$ cat config.mk
export PLATFORM = sky130hd
export DESIGN_NAME = multicycle_controller_flat
export DESIGN_NICKNAME = d
export VERILOG_FILES = /design/src/rtl/multicycle_controller_if.sv /design/src/rtl/multicycle_controller.sv /design/src/flat_wrapper.sv
export SDC_FILE = /design/constraint.sdc
export NUM_CORES = 1
export LEC_CHECK = 0
export CORE_MARGIN = 2
export CORE_UTILIZATION = 30
export CTS_CLUSTER_DIAMETER = 30
export DETAILED_ROUTE_END_ITERATION = 6
export PLACE_DENSITY_LB_ADDON = 0.12
export SYNTH_ARGS = -nofsm -noshare
export SYNTH_HDL_FRONTEND = slang
export SYNTH_SLANG_ARGS = --single-unit
$ cat constraint.sdc
create_clock -name clk -period 2.39 [get_ports clk]
set_input_delay 0.3585 -clock clk [delete_from_list [all_inputs] [get_ports clk]]
set_output_delay 0.3585 -clock clk [all_outputs]
set_load 0.05 [all_outputs]
$ cat src/rtl/multicycle_controller_if.sv
// -----------------------------------------------------------------------------
// multicycle_controller_if
//
// Bundles every signal between the multi-cycle sequencer and its datapath /
// unified memory. Clock and reset stay outside as plain ports of the users.
//
// Handshake: the memory owns mem_ready. While mem_req is high the access is
// pending; the cycle in which mem_req and mem_ready are both high completes
// the access (instruction or data returned / write accepted). mem_req stays
// high and unchanged for as long as the access is pending.
//
// Modports:
//   master : the controller (drives control, reads IR fields/flags/ready)
//   slave  : the datapath + memory side (drives IR fields/flags/ready)
//
// Signals:
//   opcode[5:0], funct[5:0] : IR fields
//   zero                    : ALU zero flag
//   mem_ready               : memory completes the current access
//   mem_req, IorD, MemWrite : memory access control
//   IRWrite, pc_en, PCSrc   : IR / PC update control
//   ALUSrcA, ALUSrcB, ext_zero, ALUControl : ALU operand / operation select
//   RegDst, MemtoReg, RegWrite : register file write control
//   instr_done, illegal, bus_error : one-cycle status pulses
//   state[3:0]              : current controller state, for debug
// -----------------------------------------------------------------------------
interface multicycle_controller_if;
    logic [5:0] opcode;
    logic [5:0] funct;
    logic       zero;
    logic       mem_ready;

    logic       mem_req;
    logic       IorD;
    logic       MemWrite;
    logic       IRWrite;
    logic       pc_en;
    logic [1:0] PCSrc;
    logic       ALUSrcA;
    logic [1:0] ALUSrcB;
    logic       ext_zero;
    logic [2:0] ALUControl;
    logic       RegDst;
    logic       MemtoReg;
    logic       RegWrite;
    logic       instr_done;
    logic       illegal;
    logic       bus_error;
    logic [3:0] state;

    modport master (
        input  opcode, funct, zero, mem_ready,
        output mem_req, IorD, MemWrite, IRWrite, pc_en, PCSrc,
               ALUSrcA, ALUSrcB, ext_zero, ALUControl,
               RegDst, MemtoReg, RegWrite,
               instr_done, illegal, bus_error, state
    );

    modport slave (
        output opcode, funct, zero, mem_ready,
        input  mem_req, IorD, MemWrite, IRWrite, pc_en, PCSrc,
               ALUSrcA, ALUSrcB, ext_zero, ALUControl,
               RegDst, MemtoReg, RegWrite,
               instr_done, illegal, bus_error, state
    );
endinterface

$ cat src/rtl/multicycle_controller.sv
// -----------------------------------------------------------------------------
// multicycle_controller
//
// Sequencing FSM for a multi-cycle MIPS datapath with one shared ALU and one
// unified instruction/data memory. Each instruction walks through 3..5 states;
// every waited memory cycle adds one more. Memory accesses that wait longer
// than WAIT_LIMIT cycles are abandoned with a bus_error pulse and the machine
// restarts at FETCH.
//
// Parameters:
//   WAIT_LIMIT : max cycles an access waits for mem_ready (0 = wait forever)
//
// Ports:
//   clk  : clock, all state updates on the rising edge
//   rst  : synchronous, active-high reset
//   bus  : multicycle_controller_if.master (IR fields, flags, memory
//          handshake, all datapath controls, status pulses, debug state)
//
// Outputs are combinational from the state register (plus mem_ready, zero,
// opcode and funct where the state needs them); transitions are registered.
// -----------------------------------------------------------------------------
module multicycle_controller #(
    parameter int WAIT_LIMIT = 255
) (
    input  logic                           clk,
    input  logic                           rst,
    multicycle_controller_if.master        bus
);

    // Counter is at least 8 bits and wide enough to hold WAIT_LIMIT.
    localparam int CW_RAW = $clog2(WAIT_LIMIT + 1);
    localparam int CW     = (CW_RAW > 8) ? CW_RAW : 8;
    localparam logic [CW-1:0] LIMIT = CW'(WAIT_LIMIT);
    localparam bit LIMIT_ON = (WAIT_LIMIT != 0);

    typedef enum logic [3:0] {
        S_FETCH   = 4'd0,
        S_DECODE  = 4'd1,
        S_MEMADR  = 4'd2,
        S_MEMRD   = 4'd3,
        S_MEMWB   = 4'd4,
        S_MEMWR   = 4'd5,
        S_EXECUTE = 4'd6,
        S_ALUWB   = 4'd7,
        S_BRANCH  = 4'd8,
        S_IEXEC   = 4'd9,
        S_IWB     = 4'd10,
        S_JUMP    = 4'd11
    } state_t;

    localparam logic [5:0] OP_RTYPE = 6'b000000;
    localparam logic [5:0] OP_J     = 6'b000010;
    localparam logic [5:0] OP_BEQ   = 6'b000100;
    localparam logic [5:0] OP_ADDIU = 6'b001001;
    localparam logic [5:0] OP_ORI   = 6'b001101;
    localparam logic [5:0] OP_LUI   = 6'b001111;
    localparam logic [5:0] OP_LW    = 6'b100011;
    localparam logic [5:0] OP_SW    = 6'b101011;

    localparam logic [2:0] ALU_AND = 3'b000;
    localparam logic [2:0] ALU_OR  = 3'b001;
    localparam logic [2:0] ALU_ADD = 3'b010;
    localparam logic [2:0] ALU_LUI = 3'b011;
    localparam logic [2:0] ALU_SUB = 3'b110;
    localparam logic [2:0] ALU_SLT = 3'b111;

    // R-type funct -> ALU operation; valid flag separates unsupported functs.
    function automatic logic funct_ok(input logic [5:0] f);
        case (f)
            6'b100000, 6'b100001, 6'b100010,
            6'b100100, 6'b100101, 6'b101010: funct_ok = 1'b1;
            default:                         funct_ok = 1'b0;
        endcase
    endfunction

    function automatic logic [2:0] funct_alu(input logic [5:0] f);
        case (f)
            6'b100010: funct_alu = ALU_SUB;
            6'b100100: funct_alu = ALU_AND;
            6'b100101: funct_alu = ALU_OR;
            6'b101010: funct_alu = ALU_SLT;
            default:   funct_alu = ALU_ADD;
        endcase
    endfunction

    // I-type opcode -> ALU operation (only reached for ADDIU/ORI/LUI).
    function automatic logic [2:0] imm_alu(input logic [5:0] op);
        case (op)
            OP_ORI:  imm_alu = ALU_OR;
            OP_LUI:  imm_alu = ALU_LUI;
            default: imm_alu = ALU_ADD;
        endcase
    endfunction

    state_t        state_q, state_d;
    logic [CW-1:0] wait_q, wait_d;
    logic          timeout;

    // Limit reached and memory still silent; mem_ready in this cycle wins.
    assign timeout = LIMIT_ON && (wait_q == LIMIT) && !bus.mem_ready;

    always_ff @(posedge clk) begin
        if (rst) begin
            state_q <= S_FETCH;
            wait_q  <= '0;
        end else begin
            state_q <= state_d;
            wait_q  <= wait_d;
        end
    end

    assign bus.state = state_q;

    always_comb begin
        state_d        = state_q;
        // Counter clears on every transition and on mem_ready; only a
        // waiting memory state overrides this with an increment.
        wait_d         = '0;
        bus.mem_req    = 1'b0;
        bus.IorD       = 1'b0;
        bus.MemWrite   = 1'b0;
        bus.IRWrite    = 1'b0;
        bus.pc_en      = 1'b0;
        bus.PCSrc      = 2'b00;
        bus.ALUSrcA    = 1'b0;
        bus.ALUSrcB    = 2'b00;
        bus.ext_zero   = 1'b0;
        bus.ALUControl = ALU_ADD;
        bus.RegDst     = 1'b0;
        bus.MemtoReg   = 1'b0;
        bus.RegWrite   = 1'b0;
        bus.instr_done = 1'b0;
        bus.illegal    = 1'b0;
        bus.bus_error  = 1'b0;

        case (state_q)
            S_FETCH: begin
                // PC + 4 computed while the instruction is fetched.
                bus.mem_req = 1'b1;
                bus.ALUSrcB = 2'b01;
                if (bus.mem_ready) begin
                    bus.IRWrite = 1'b1;
                    bus.pc_en   = 1'b1;
                    state_d     = S_DECODE;
                end else if (timeout) begin
                    bus.bus_error = 1'b1;
                    state_d       = S_FETCH;
                end else if (LIMIT_ON) begin
                    wait_d = wait_q + CW'(1);
                end
            end

            S_DECODE: begin
                // Speculative branch target: PC + (sign-ext imm << 2).
                bus.ALUSrcB = 2'b11;
                case (bus.opcode)
                    OP_LW, OP_SW:               state_d = S_MEMADR;
                    OP_RTYPE:                   state_d = S_EXECUTE;
                    OP_BEQ:                     state_d = S_BRANCH;
                    OP_ADDIU, OP_ORI, OP_LUI:   state_d = S_IEXEC;
                    OP_J:                       state_d = S_JUMP;
                    default: begin
                        bus.illegal = 1'b1;
                        state_d     = S_FETCH;
                    end
                endcase
            end

            S_MEMADR: begin
                bus.ALUSrcA = 1'b1;
                bus.ALUSrcB = 2'b10;
                if (bus.opcode == OP_SW)
                    state_d = S_MEMWR;
                else if (bus.opcode == OP_LW)
                    state_d = S_MEMRD;
                else
                    state_d = S_FETCH;
            end

            S_MEMRD: begin
                bus.mem_req = 1'b1;
                bus.IorD    = 1'b1;
                if (bus.mem_ready) begin
                    state_d = S_MEMWB;
                end else if (timeout) begin
                    bus.bus_error = 1'b1;
                    state_d       = S_FETCH;
                end else if (LIMIT_ON) begin
                    wait_d = wait_q + CW'(1);
                end
            end

            S_MEMWB: begin
                bus.MemtoReg   = 1'b1;
                bus.RegWrite   = 1'b1;
                bus.instr_done = 1'b1;
                state_d        = S_FETCH;
            end

            S_MEMWR: begin
                bus.mem_req = 1'b1;
                bus.IorD    = 1'b1;
                // An abandoned store must not look like a write to memory.
                bus.MemWrite = !timeout;
                if (bus.mem_ready) begin
                    bus.instr_done = 1'b1;
                    state_d        = S_FETCH;
                end else if (timeout) begin
                    bus.bus_error = 1'b1;
                    state_d       = S_FETCH;
                end else if (LIMIT_ON) begin
                    wait_d = wait_q + CW'(1);
                end
            end

            S_EXECUTE: begin
                bus.ALUSrcA    = 1'b1;
                bus.ALUControl = funct_alu(bus.funct);
                if (funct_ok(bus.funct)) begin
                    state_d = S_ALUWB;
                end else begin
                    bus.illegal = 1'b1;
                    state_d     = S_FETCH;
                end
            end

            S_ALUWB: begin
                // ALU controls kept so the result stays valid through the write.
                bus.ALUSrcA    = 1'b1;
                bus.ALUControl = funct_alu(bus.funct);
                bus.RegDst     = 1'b1;
                bus.RegWrite   = 1'b1;
                bus.instr_done = 1'b1;
                state_d        = S_FETCH;
            end

            S_BRANCH: begin
                bus.ALUSrcA    = 1'b1;
                bus.ALUControl = ALU_SUB;
                bus.PCSrc      = 2'b01;
                bus.pc_en      = bus.zero;
                bus.instr_done = 1'b1;
                state_d        = S_FETCH;
            end

            S_IEXEC: begin
                bus.ALUSrcA    = 1'b1;
                bus.ALUSrcB    = 2'b10;
                bus.ALUControl = imm_alu(bus.opcode);
                bus.ext_zero   = (bus.opcode == OP_ORI);
                state_d        = S_IWB;
            end

            S_IWB: begin
                bus.ALUSrcA    = 1'b1;
                bus.ALUSrcB    = 2'b10;
                bus.ALUControl = imm_alu(bus.opcode);
                bus.ext_zero   = (bus.opcode == OP_ORI);
                bus.RegWrite   = 1'b1;
                bus.instr_done = 1'b1;
                state_d        = S_FETCH;
            end

            S_JUMP: begin
                bus.PCSrc      = 2'b10;
                bus.pc_en      = 1'b1;
                bus.instr_done = 1'b1;
                state_d        = S_FETCH;
            end

            // Unused encodings recover to FETCH.
            default: state_d = S_FETCH;
        endcase
    end

endmodule

$ cat src/flat_wrapper.sv
// flat-port wrapper written by rule: the top's interface ports become plain ports
module multicycle_controller_flat 
#(
    parameter int WAIT_LIMIT = 255
)
  (clk, rst, bus_opcode, bus_funct, bus_zero, bus_mem_ready, bus_mem_req, bus_IorD, bus_MemWrite, bus_IRWrite, bus_pc_en, bus_PCSrc, bus_ALUSrcA, bus_ALUSrcB, bus_ext_zero, bus_ALUControl, bus_RegDst, bus_MemtoReg, bus_RegWrite, bus_instr_done, bus_illegal, bus_bus_error, bus_state);
  multicycle_controller_if bus_i ();
  input  logic clk;
  input  logic rst;
  input wire logic [$bits(bus_i.opcode)-1:0] bus_opcode;
  input wire logic [$bits(bus_i.funct)-1:0] bus_funct;
  input wire logic [$bits(bus_i.zero)-1:0] bus_zero;
  input wire logic [$bits(bus_i.mem_ready)-1:0] bus_mem_ready;
  output wire logic [$bits(bus_i.mem_req)-1:0] bus_mem_req;
  output wire logic [$bits(bus_i.IorD)-1:0] bus_IorD;
  output wire logic [$bits(bus_i.MemWrite)-1:0] bus_MemWrite;
  output wire logic [$bits(bus_i.IRWrite)-1:0] bus_IRWrite;
  output wire logic [$bits(bus_i.pc_en)-1:0] bus_pc_en;
  output wire logic [$bits(bus_i.PCSrc)-1:0] bus_PCSrc;
  output wire logic [$bits(bus_i.ALUSrcA)-1:0] bus_ALUSrcA;
  output wire logic [$bits(bus_i.ALUSrcB)-1:0] bus_ALUSrcB;
  output wire logic [$bits(bus_i.ext_zero)-1:0] bus_ext_zero;
  output wire logic [$bits(bus_i.ALUControl)-1:0] bus_ALUControl;
  output wire logic [$bits(bus_i.RegDst)-1:0] bus_RegDst;
  output wire logic [$bits(bus_i.MemtoReg)-1:0] bus_MemtoReg;
  output wire logic [$bits(bus_i.RegWrite)-1:0] bus_RegWrite;
  output wire logic [$bits(bus_i.instr_done)-1:0] bus_instr_done;
  output wire logic [$bits(bus_i.illegal)-1:0] bus_illegal;
  output wire logic [$bits(bus_i.bus_error)-1:0] bus_bus_error;
  output wire logic [$bits(bus_i.state)-1:0] bus_state;
  assign bus_i.opcode = bus_opcode;
  assign bus_i.funct = bus_funct;
  assign bus_i.zero = bus_zero;
  assign bus_i.mem_ready = bus_mem_ready;
  assign bus_mem_req = bus_i.mem_req;
  assign bus_IorD = bus_i.IorD;
  assign bus_MemWrite = bus_i.MemWrite;
  assign bus_IRWrite = bus_i.IRWrite;
  assign bus_pc_en = bus_i.pc_en;
  assign bus_PCSrc = bus_i.PCSrc;
  assign bus_ALUSrcA = bus_i.ALUSrcA;
  assign bus_ALUSrcB = bus_i.ALUSrcB;
  assign bus_ext_zero = bus_i.ext_zero;
  assign bus_ALUControl = bus_i.ALUControl;
  assign bus_RegDst = bus_i.RegDst;
  assign bus_MemtoReg = bus_i.MemtoReg;
  assign bus_RegWrite = bus_i.RegWrite;
  assign bus_instr_done = bus_i.instr_done;
  assign bus_illegal = bus_i.illegal;
  assign bus_bus_error = bus_i.bus_error;
  assign bus_state = bus_i.state;
  multicycle_controller #(.WAIT_LIMIT(WAIT_LIMIT)) u_core (.clk(clk), .rst(rst), .bus(bus_i));
endmodule
== Yosys cells after proc, flatten, opt, wreduce, memory -nomap -nowiden ==
Index checks and enable logic that the tools add are counted.

* Flip-flop bits (word level): 12

* Add/subtract/negate cells: 1
* Equal/unequal tests: 25
* Mux-type cells: 34
* Bitwise operators: 1
* Reduce and logical (&&, ||, !) cells: 18

{| class="wikitable"
|+ Operators by type and width
! kind !! number
|-
| == test 6 bit (second input constant) || 8
|-
| one-hot mux 4 bit (7 select lines) || 1
|-
| 2-to-1 mux 4 bit || 5
|-
| one-hot mux 4 bit (5 select lines) || 1
|-
| == test 6 x 4 -> 1 bit (second input constant) || 3
|-
| 2-to-1 mux 1 bit || 17
|-
| == test 4 x 3 -> 1 bit (second input constant) || 4
|-
| == test 4 bit (second input constant) || 4
|-
| one-hot mux 3 bit (4 select lines) || 1
|-
| OR reduction 3 bit || 4
|-
| OR reduction 6 bit || 2
|-
| one-hot mux 3 bit (3 select lines) || 1
|-
| adder 8 x 1 -> 8 bit (second input constant) || 1
|-
| == test 4 x 2 -> 1 bit (second input constant) || 2
|-
| == test 8 bit (second input constant) || 1
|-
| one-hot mux 2 bit (2 select lines) || 2
|-
| OR reduction 2 bit || 4
|-
| OR reduction 8 bit || 1
|-
| == test 6 x 2 -> 1 bit (second input constant) || 1
|-
| == test 6 x 3 -> 1 bit (second input constant) || 1
|-
| logical NOT 6 bit || 1
|-
| one-hot mux 2 bit (3 select lines) || 1
|-
| OR reduction 5 bit || 1
|-
| == test 4 x 1 -> 1 bit (second input constant) || 1
|-
| other kinds (9) || 11
|}

== Logic depth before layout (Yosys ltp) ==
* Depth after elaboration: 6
* Depth in mapped cells: 8

== Worst setup path before layout ==
OpenSTA, ideal clock, no wires.

* Path kind: register to output
* Start: reg u_core.state_q[2] (netlist: u_core.bus.state[2])
* End: out bus_bus_error
* Data arrival time: 2.667 ns
* Required time: 2.032 ns
* Setup slack: -0.635 ns
* Stages on the path, launching flop included: 5
* Buffers on the path: 1
* Path through: dfxtp_1 > buf_2 > xnor2_1 > a21oi_1 > nor4_1

* Word-level cells in the longest chain between the ends: 3

{| class="wikitable"
|+ RTL lines
! what !! line !! text
|-
| start: declaration || multicycle_controller.sv:95 || <nowiki>state_t state_q, state_d;</nowiki>
|-
| start signal: assignment || multicycle_controller.sv:107 || <nowiki>state_q <= state_d;</nowiki>
|-
| == test 4 x 2 -> 1 bit (tied with other cells) || multicycle_controller.sv:136 || <nowiki>case (state_q)</nowiki>
|-
| OR reduction 3 bit (no line) * || n/a ||
|-
| 2-to-1 mux 1 bit * || n/a ||
|-
| end: declaration || flat_wrapper.sv:29 || <nowiki>output wire logic [$bits(bus_i.bus_error)-1:0] bus_bus_error;</nowiki>
|}

Every way passes the cells marked *; elsewhere a longest branch is shown, timed or not.

== Worst setup path after layout ==
* Start: in bus_opcode[2]
* End: out bus_illegal

* Word-level cells in the longest chain between the ends: 4

{| class="wikitable"
|+ RTL lines
! what !! line !! text
|-
| start: declaration || flat_wrapper.sv:10 || <nowiki>input wire logic [$bits(bus_i.opcode)-1:0] bus_opcode;</nowiki>
|-
| == test 6 x 3 -> 1 bit (tied with other cells) || multicycle_controller.sv:156 || <nowiki>case (bus.opcode)</nowiki>
|-
| OR reduction 8 bit (no line) * || n/a ||
|-
| 2-to-1 mux 1 bit * || multicycle_controller.sv:156 ||
|-
| one-hot mux 1 bit (2 select lines) * || multicycle_controller.sv:136 ||
|-
| end: declaration || flat_wrapper.sv:28 || <nowiki>output wire logic [$bits(bus_i.illegal)-1:0] bus_illegal;</nowiki>
|}

Marked as above.

==> results.ini <==
[outcome]
status = completed

[drt]
wl_per_cell_um = 13.3
firstDrtPassIters = 4
wl_mm = 3.05
ant_nets = 0
drtIter0Drc = 71
drc = 0
vias = 1203
via_per_inst = 5.25

[worst_setup_path]
cp_max_fo = 4
critPathArrivalTime_ns = 1.96
r2r_setup_slack_ns = 0.54
crit_path_end_kind = primary output
cp.required_ns = 2.03
r2r_start = u_core.bus.state[3]$_SDFF_PP0_
start_kind = input pin
critPathKind = input pin to primary output
critPathLaunch = bus_opcode[2]

[global_routing]
grt_pass1_wl_mm = 5.38
grt_pass1_vias = 1189
grt_usage_pct = 16.8
grt_max_degree = 13
gr-total-overflow = 0
antenna_found_initial = 0

[timing]
setup_tns_ns = 0
slew_viol_final = 0
maxSlewHeadroom_pct = 66.6
fin_crit_sh_pct = 97.0
tightest_slew_ns = 0.499
fin_hold_ws_ns = 0.472
fin_crit_ns = 2.32
final-hold-violation-count = 0
rsz0062_at_grt = false
fmax_ghz = 0.431
setup_viol = 0
skew_ns = 0.000899

[yosys]
synth_edf_count = 0
synthFlopType = dfxtp_1
ys_warn_count = 0
synth-async-reset-ratio_pct = 0
syn_avg_cell_area_sq_um = 7.51
ys_ff_latch = 12
syn_nets = 152
synth_top_area_share_pct = 23.7
netlist_top_cells_area = dfxtp_1 24%, nor2_1 7.4%, xnor2_1 4.3%
ys_seq_area_share_pct = 23.7
synth.most_common_cell = nor2_1
synthTopCellsByCount = 20 x nor2_1, 12 x dfxtp_1, 9 x nand2_1, 8 x nor3_1
ys_types = 45
netlist_area_sq_um = 1010
netlist_instances = 135
synth_top_cell_by_area = dfxtp_1

[placed_design]
portBuffers = 39
routabilityCongestion = 0.886
placedCellCount = 225
dp_hpwl_mm = 2.49

[pwr]
power.leakage_uw = 0.000642
p_total_uw = 524
vdd_ir_drop_max_uv = 240
p_per_area_nw_per_um2 = 306

[layout]
fin_nets = 201
antenna_cells = 0
syn_to_final_growth_pct = 69.1
fin_util_pct = 52.2
multi_input_area_sq_um = 791
fillers = 311
layoutNonFillerInstCount = 229
drive_gt1_share_pct = 31.1
regArea_sq_um = 241

[min_path]
hp-start = u_core.wait_q[0]$_SDFF_PP0_
hold_class = flop to flop

[clock_network]
post-cts-setup-buffers = 0
cts_root_buf = clkbuf_4
clock_latency_ns = 0.27
cts_sinks = 12
ctsLongestPathBuffers = 2
htreeDepth = 1
tritoncts = done
clkTransAtPathRegs_ns = 0.08
numCtsBuffers = 3

[die]
dieWidth_um = 62.1
std_cell_rows = 21
die_area_sq_um = 3860
io_pins = 40
initial_core_util_pct = 30.9
core_sq_um = 3280
die_y_um = 62.1

[flow_run]
drv_cap = 0

-- cell usage in the layout (no fill, tap or decap), drive strengths merged, types with 3 or more instances in the layout --
cell and n:
o21ai 3, a31oi 6, xor2 3, nor2 20
nor2b 3, clkdlybuf4s50 19, inv 4, nand2b 7
a211oi 3, dfxtp 12, nor3 10, nor4 4
buf 31, and3 4, nand3 6, xnor2 5
nand2 9, a21oi 6, clkbuf 4
-- report_power, final --
part	internal, uW	switching, uW	leakage (uW)
Combinational	69.2	84.7	0.000523
Clock	92.6	70.2	0.0000210
Sequential	203	4.72	0.0000976
-- timing repair --
item / 4_1_cts / 5_1_grt
resized for setup: 0 / 1
hold buffers: 0 / 0
setup endpoints to repair: 0 / 1
-- registers in the layout, indices dropped and copies added, names as in the netlist --
register,cells
u_core.wait_q,8
u_core.bus.state,4
-- final cells by class --
| class | count | share of cell area [%] |
|---|---|---|
| tap | 46 | 3.36 |
| multi-input combinational | 112 | 46.1 |
| clock buffer | 4 | 2.12 |
| timing repair buffer | 51 | 33.4 |
| sequential | 12 | 14.1 |
| inverter | 4 | 0.876 |
-- cells by family (layout without fill, tap and decap cells) --
kind of cell / Yosys count / in the layout / synth area share, %
simple gates: 73 / 73 / 41.2
compound gates: 30 / 30 / 22.3
flops: 12 / 12 / 23.7
buf+inv: 11 / 59 / 4.57
xor+xnor: 8 / 8 / 6.91
fa+ha+maj: 1 / 1 / 1.23
-- metrics by stage --
stage | setup slack (ns) | cell area (sq um)
floorplan | -0.0700 | 1080
global placement | 0.0548 | 1680
detailed placement | 0.0365 | 1680
CTS | 0.0366 | 1710
global route | 0.00203 | 1710
finish | 0.0707 | 1710
-- path summary, 6_finish.rpt --
path,to,cells past startpoint
worst max register to register,u_core.wait_q[3]$_SDFF_PP0_,6
worst max-delay path,bus_illegal,7
worst min-delay path,u_core.wait_q[0]$_SDFF_PP0_,1
worst min register to register,u_core.wait_q[0]$_SDFF_PP0_,1
-- per-layer routing --
metal | routed length (um) | GRT usage, % | vias up
li1 | - | - | 592
met1 | 1290 | 20.1 | 575
met2 | 1580 | 29.9 | 32
met3 | 150 | 4.17 | 4
met4 | 30 | 4.72 | 0
met5 | 0 | 0 | -
-- critical path, stage by stage --
cell	delay, ns
clkdlybuf4s50_1	0.41
nand2b_4	0.16
or3_4	0.34
a21oi_4	0.18
nor3_2	0.06
a32o_1	0.26
buf_4	0.18
Note: power is estimated with default switching activity, not from simulation.
